File: src/rtl/coffee_brew_ctrl.sv
// coffee_brew_ctrl: clocked brew sequencer for the coffee machine.
// Walks a brew request through CHECK -> HEAT -> BREW -> DONE. It drives the
// heater and pump, gives up on a heat-up timeout, and drops into a latched
// FAULT when water or cup goes missing. Every output comes from a register
// that is loaded from the next-state decode, so each output changes on the
// same edge that enters the state it belongs to.
module coffee_brew_ctrl #(
    parameter int HEAT_TIMEOUT = 16,
    parameter int BREW_CYCLES  = 8
) (
    input  logic       clk,
    input  logic       rst,
    input  logic       start,
    input  logic       cancel,
    input  logic       clear,
    input  logic       F,
    input  logic       W,
    input  logic       T,
    input  logic       C,
    output logic       heat,
    output logic       pump,
    output logic       busy,
    output logic       done,
    output logic       fault,
    output logic [1:0] fault_code,
    output logic [2:0] state
);

    // One shared counter serves both the heat timeout and the pump-cycle
    // count, so it is sized for whichever limit is larger.
    localparam int MAX_LIMIT = (HEAT_TIMEOUT > BREW_CYCLES) ? HEAT_TIMEOUT : BREW_CYCLES;
    localparam int CNT_W     = $clog2(MAX_LIMIT + 1);

    localparam logic [CNT_W-1:0] HEAT_LAST = CNT_W'(HEAT_TIMEOUT - 1);
    localparam logic [CNT_W-1:0] BREW_LAST = CNT_W'(BREW_CYCLES - 1);
    localparam logic [CNT_W-1:0] CNT_ONE   = CNT_W'(1);

    localparam logic [1:0] CODE_NONE    = 2'b00;
    localparam logic [1:0] CODE_PRECOND = 2'b01;
    localparam logic [1:0] CODE_TIMEOUT = 2'b10;

    typedef enum logic [2:0] {
        ST_IDLE  = 3'd0,
        ST_CHECK = 3'd1,
        ST_HEAT  = 3'd2,
        ST_BREW  = 3'd3,
        ST_DONE  = 3'd4,
        ST_FAULT = 3'd5
    } state_t;

    state_t           state_q, state_d;
    logic [CNT_W-1:0] cnt_q, cnt_d;
    logic [1:0]       code_q, code_d;

    logic heat_q, heat_d;
    logic pump_q, pump_d;
    logic busy_q, busy_d;
    logic done_q, done_d;
    logic fault_q, fault_d;

    // Next-state, counter and fault-code decode. In CHECK, HEAT and BREW a
    // cancel wins over a lost precondition, and a lost precondition wins
    // over normal progress.
    always_comb begin
        state_d = state_q;
        cnt_d   = cnt_q;
        code_d  = code_q;

        case (state_q)
            ST_IDLE: begin
                if (start) begin
                    state_d = ST_CHECK;
                    cnt_d   = '0;
                end
            end

            ST_CHECK: begin
                // T is left to the HEAT phase; only filter, water and cup gate the brew.
                if (cancel) begin
                    state_d = ST_IDLE;
                    cnt_d   = '0;
                end else if (F && W && C) begin
                    state_d = ST_HEAT;
                    cnt_d   = '0;
                end else begin
                    state_d = ST_FAULT;
                    cnt_d   = '0;
                    code_d  = CODE_PRECOND;
                end
            end

            ST_HEAT: begin
                // Losing the filter mid-brew is harmless, so F is not looked at from here on.
                if (cancel) begin
                    state_d = ST_IDLE;
                    cnt_d   = '0;
                end else if (!W || !C) begin
                    state_d = ST_FAULT;
                    cnt_d   = '0;
                    code_d  = CODE_PRECOND;
                end else if (T) begin
                    state_d = ST_BREW;
                    cnt_d   = '0;
                end else if (cnt_q == HEAT_LAST) begin
                    state_d = ST_FAULT;
                    cnt_d   = '0;
                    code_d  = CODE_TIMEOUT;
                end else begin
                    cnt_d = cnt_q + CNT_ONE;
                end
            end

            ST_BREW: begin
                // A temperature dropout just pauses the pump; the count holds until T returns.
                if (cancel) begin
                    state_d = ST_IDLE;
                    cnt_d   = '0;
                end else if (!W || !C) begin
                    state_d = ST_FAULT;
                    cnt_d   = '0;
                    code_d  = CODE_PRECOND;
                end else if (T) begin
                    if (cnt_q == BREW_LAST) begin
                        state_d = ST_DONE;
                        cnt_d   = '0;
                    end else begin
                        cnt_d = cnt_q + CNT_ONE;
                    end
                end
            end

            ST_DONE: begin
                state_d = ST_IDLE;
                cnt_d   = '0;
            end

            ST_FAULT: begin
                if (clear) begin
                    state_d = ST_IDLE;
                    cnt_d   = '0;
                    code_d  = CODE_NONE;
                end
            end

            default: begin
                state_d = ST_IDLE;
                cnt_d   = '0;
                code_d  = CODE_NONE;
            end
        endcase
    end

    // Output decode from the state being entered, so every output register
    // changes on the same edge as the state register.
    always_comb begin
        heat_d  = (state_d == ST_HEAT) || (state_d == ST_BREW);
        pump_d  = (state_d == ST_BREW) && T;
        busy_d  = (state_d == ST_CHECK) || (state_d == ST_HEAT) ||
                  (state_d == ST_BREW)  || (state_d == ST_DONE);
        done_d  = (state_d == ST_DONE);
        fault_d = (state_d == ST_FAULT);
    end

    // State, counter and output registers; reset forces everything idle
    // and the actuators off without waiting for a clock edge.
    always_ff @(posedge clk or posedge rst) begin
        if (rst) begin
            state_q <= ST_IDLE;
            cnt_q   <= '0;
            code_q  <= CODE_NONE;
            heat_q  <= 1'b0;
            pump_q  <= 1'b0;
            busy_q  <= 1'b0;
            done_q  <= 1'b0;
            fault_q <= 1'b0;
        end else begin
            state_q <= state_d;
            cnt_q   <= cnt_d;
            code_q  <= code_d;
            heat_q  <= heat_d;
            pump_q  <= pump_d;
            busy_q  <= busy_d;
            done_q  <= done_d;
            fault_q <= fault_d;
        end
    end

    assign heat       = heat_q;
    assign pump       = pump_q;
    assign busy       = busy_q;
    assign done       = done_q;
    assign fault      = fault_q;
    assign fault_code = code_q;
    assign state      = state_q;

endmodule

File: config.mk
export PLATFORM = sky130hd
export DESIGN_NAME = coffee_brew_ctrl
export DESIGN_NICKNAME = d
export VERILOG_FILES = /design/src/rtl/coffee_brew_ctrl.sv
export SDC_FILE = /design/constraint.sdc
export NUM_CORES = 1
export LEC_CHECK = 0
export CORE_ASPECT_RATIO = 0.75
export CORE_MARGIN = 5
export CORE_UTILIZATION = 45
export CTS_BUF_LIST = sky130_fd_sc_hd__clkbuf_2 sky130_fd_sc_hd__clkbuf_4 sky130_fd_sc_hd__clkbuf_8
export DETAILED_ROUTE_END_ITERATION = 8
export PLACE_DENSITY = 0.71
export SLEW_MARGIN = 20
export SYNTH_ARGS = -nofsm -noshare
export SYNTH_HDL_FRONTEND = slang
export SYNTH_SLANG_ARGS = --single-unit
File: constraint.sdc
create_clock -name clk -period 2.4 [get_ports clk]
set_input_delay 0.24 -clock clk [delete_from_list [all_inputs] [get_ports clk]]
set_output_delay 0.24 -clock clk [all_outputs]
set_load 0.01 [all_outputs]
* Word level (Yosys, flattened, before mapping) *
Cells that the tools add are included.

storage, ports and cells
  bits in registers = 15
  output and inout bits = 10

operators by class
  equality and inequality tests = 22
  muxes and demuxes = 34
  reductions and logical operators = 14
  bitwise logic cells = 1
  $add $sub $neg = 1

operators by type and width
  cell                                           number
  two-way mux 5 bit                              10
  two-way mux 3 bit                              12
  case mux 5 bit (4 select lines)                1
  two-way mux 2 bit                              9
  case mux 3 bit (5 select lines)                1
  != test 2 bit, second input constant           7
  == test 3 x 2 -> 1 bit, second input constant  4
  == test 3 bit, second input constant           4
  case mux 2 bit (5 select lines)                1
  AND reduction 9 bit                            1
  == test 3 x 1 -> 1 bit, second input constant  2
  != test 3 bit, second input constant           2
  adder 5 x 1 -> 5 bit, second input constant    1
  == test 5 x 3 -> 1 bit, second input constant  1
  == test 5 x 4 -> 1 bit, second input constant  1
  logical OR 1 bit                               5
  != test 4 bit, second input constant           1
  logical AND 1 bit                              3
  zero test 3 bit                                1
  AND reduction 3 bit                            1
  zero test 1 bit                                2
  OR reduction 2 bit                             1
  inverter 1 bit                                 1

* Logic depth before layout (Yosys ltp) *
  word-level depth = 10
  mapped depth = 8

* Worst setup path after synthesis *
Ideal clock, no wire load.

  kind = register to register
  start point = register cnt_q[0]
  end point = register code_q[0] (netlist: fault_code[0])
  required time = 2.273 ns
  setup slack = 0.481 ns
  cell stages (with the launch flop) = 9
  clock period less this slack = 1.919 ns
  data arrival time = 1.791 ns
  path through = dfrtp_1 ha_1 nand3_1 inv_1 ha_1 nand2b_4 a21o_1 a222oi_1 mux2_1

between the ends
  cells in the longest elaborated chain, start to end = 3

ends and longest elaborated chain
  item                                  line  text
  start, declared                       52    logic [CNT_W-1:0] cnt_q, cnt_d;
  start signal, assigned                178   cnt_q <= cnt_d;
  == test 5 x 4 -> 1 bit                104   end else if (cnt_q == HEAT_LAST) begin
  != test 3 bit (no source line)        -
  AND reduction 9 bit (no source line)  -
  end signal, assigned                  179   code_q <= code_d;
  end, declared                         53    logic [1:0] code_q, code_d;

Every way passes these cells.
A chain may end at the register's enable or synchronous reset.

* Worst setup path in the final report *
  start point = register cnt_q[1]
  end point = register code_q[0] (netlist: fault_code[0])

Same word-level chain as after synthesis.

==> summary.md <==
| Metric | Value |
|---|---|
| Post-DP Area | `1170 µm²` |
| Leak pwr | `between 0.5 and 0.6 nW` |
| CP max FO | `4` |
| Syn nets | `117` |
| Yosys warns | `0` |
| Global-route wire length before repair | `4130 µm` |
| Max Clock Skew | `0.00599 ns` |
| Die Span Y | `50.8 µm` |
| Largest net degree at the start of global routing | `22` |
| CTS buffer count | `3` |
| Setup TNS | `0 ns` |
| Power Dens Cells | `736 nW/µm²` |
| Finished Layout Cells | `146` |
| Dominant synthesized flop cell | `dfrtp_1` |
| Via count | `893` |
| Fin crit share | `0.888` |
| Ant diodes | `0` |
| Hold-fix buffers at CTS | `0` |
| Root Buffer | `clkbuf_4` |
| Vias per cell | `6.12` |
| HPWL Detailed | `1690 µm` |
| Routability Congestion | `0.861` |
| Drt pass-1 iters | `4` |
| Initial Util | `0.483` |
| Die width | `64.4 µm` |
| Status | `complete, no violations` |
| Initial antenna violation count | `0` |
| Setup repair bufs after CTS | `0` |
| Count of final hold-check violations | `0` |
| Placed cell count | `142` |
| CP Capture Type | `flop` |
| Highest clock rate | `around 0.47 GHz` |
| Share of cells above drive strength 1 | `0.115` |
| Gr usage total | `0.160` |
| CTS tree | `yes` |
| IO buf count | `18` |
| Post_cts resized | `0` |
| Total Power | `881 µW` |
| Count leader, synth | `dfrtp_1` |
| Final WL | `2280 µm` |
| Maximum level of the CTS H-tree | `1` |
| Crit Path Class | `flop to flop` |
| P&R area growth vs syn | `19.9%` |
| Startpoint Class | `flop` |
| Overall die area | `roughly 3300 µm²` |
| Max-slew violation count | `0` |
| Yosys cell types | `42` |
| Worst Path Arrival | `2.30 ns` |
| DRT antenna net count | `0` |
| Ys async rst share | `1.00` |
| Synth Register Bits | `15` |
| Post-route cell area | `~1200 µm²` |
| DR WL/cell | `15.6 µm` |
| Sequential-to-total area share from yosys stat | `0.376` |
| Clock Latency Late Sink | `0.28 ns` |
| Worst-path clk slew | `0.09 ns` |
| Max_cap viols | `0` |
| I/O pins | `19` |
| # setup viols final | `0` |
| Vias in the first global route | `867` |
| Cell taking the most area after synthesis | `dfrtp_1` |
| Yosys top cell area share | `0.376` |
| Syn_area_per_cell | `roughly 9.5 µm²` |
| Minimum clock period | `2.13 ns` |
| Synth area leaders | `dfrtp_1, o21ai_0, ha_1` |
| Data required, critical path | `2.57 ns` |
| Initial DRC count | `40` |
| Worst slew pin tran | `0.616 ns` |
| Max VDD drop | `between 0.4 and 0.5 mV` |
| Commonest cells post-synth | `dfrtp_1, inv_1, o21ai_0` |
| Worst Hold Class | `input pin to asynchronous set/reset pin` |
| Row Count | `14` |
| RSZ-0062 raised after global routing | `false` |
| Slew margin rel. | `0.589` |
| Core Area | `2070 µm²` |
| Post-synthesis cell area | `998 µm²` |
| Clock tree buffer depth | `2` |
| DRC viols | `0` |
| Number of sinks on the clock net | `15` |
| Post-synth EDFFs | `0` |
| Overflow after GRT | `0` |
| Fillers | `189` |
| Cells after synthesis | `105` |
| Nets | `135` |
layout make-up:
type | count | area, µm² | share of cell area
multi-input cells | 74 | 537 | 0.448
flip-flops and latches | 15 | 375 | 0.313
repair buffers | 19 | 188 | 0.157
inverters | 10 | 37.5 | 0.0313
clock buffers | 4 | 30.0 | 0.0251
well taps | 24 | 30.0 | 0.0251
logic make-up (layout without fill, tap and decap cells):
kind of cell               Yosys count  count (layout)  synth area share
AOI/OAI and AO/OA                   27              27             0.190
adders and majority gates            3               3            0.0376
buffers and inverters               16              33            0.0865
xor gates and xnor gates             1               1           0.00877
DFF                                 15              15             0.376
and+or+nand+nor                     40              40             0.268
muxes                                3               3            0.0326
report_power, final:
part	leakage (nW)	internal [mW]	total [mW]	switching, mW
sequential	0.203	0.294	0.387	0.0930
combinational	0.294	0.187	0.338	0.151
clock	0.0184	0.0758	0.156	0.0800
state kept, by name, summed over array words and instances (netlist names):
| register | count |
|---|---|
| fault | 1 |
| done | 1 |
| state | 3 |
| pump | 1 |
| heat | 1 |
| cnt_q | 5 |
| busy | 1 |
| fault_code | 2 |
layout by cell type (no fill, tap or decap), drive strengths merged, types with 3 or more instances in the layout:
master and instances:
or2 4, nor2 6, dfrtp 15, o211ai 3
nor3b 3, nor4b 4, clkbuf 4, clkdlybuf4s50 18
nand3 4, ha 3, inv 10, nand2 3
o21ai 8
routing by layer:
| layer | track usage | wire length, µm | vias to the layer above |
|---|---|---|---|
| li1 | - | - | 422 |
| met5 | 0 | 0 | - |
| met1 | 0.228 | 1100 | 423 |
| met3 | 0.0536 | 217 | 8 |
| met4 | 0.0421 | 27 | 0 |
| met2 | 0.229 | 936 | 40 |
final timing paths:
kind                                                start                        end  slack, ns  cells past startpoint
worst max-delay path                 cnt_q[1]$_DFFE_PP0P_  fault_code[0]$_DFFE_PP0P_       0.27                      8
worst min register to register  fault_code[0]$_DFFE_PP0P_  fault_code[0]$_DFFE_PP0P_       0.49                      1
max in group asynchronous                             rst             heat$_DFF_PP0_       1.72                      2
worst max register to register       cnt_q[1]$_DFFE_PP0P_  fault_code[0]$_DFFE_PP0P_       0.27                      8
worst min-delay path                                  rst       cnt_q[3]$_DFFE_PP0P_       0.31                      2
min in group clk                fault_code[0]$_DFFE_PP0P_  fault_code[0]$_DFFE_PP0P_       0.49                      1
stage by stage:
stage / setup slack, ns / hold slack (ns) / util
2_1_floorplan: 0.481 / 0.141 / -
6_report: 0.268 / 0.305 / 0.579
4_1_cts: 0.260 / 0.332 / 0.579
5_1_grt: 0.100 / 0.365 / 0.579
3_3_place_gp: 0.369 / 0.473 / 0.565
3_5_place_dp: 0.276 / 0.479 / 0.565
worst max-delay path, cell delays in order, from the launching register on:
cell and delay [ns]:
dfrtp_1 0.39, ha_1 0.23, nand3_1 0.12, inv_1 0.07, ha_1 0.25, nand2b_4 0.07
a21o_1 0.17, a222oi_1 0.37, mux2_1 0.36
Power figures use the tool's default switching activity.
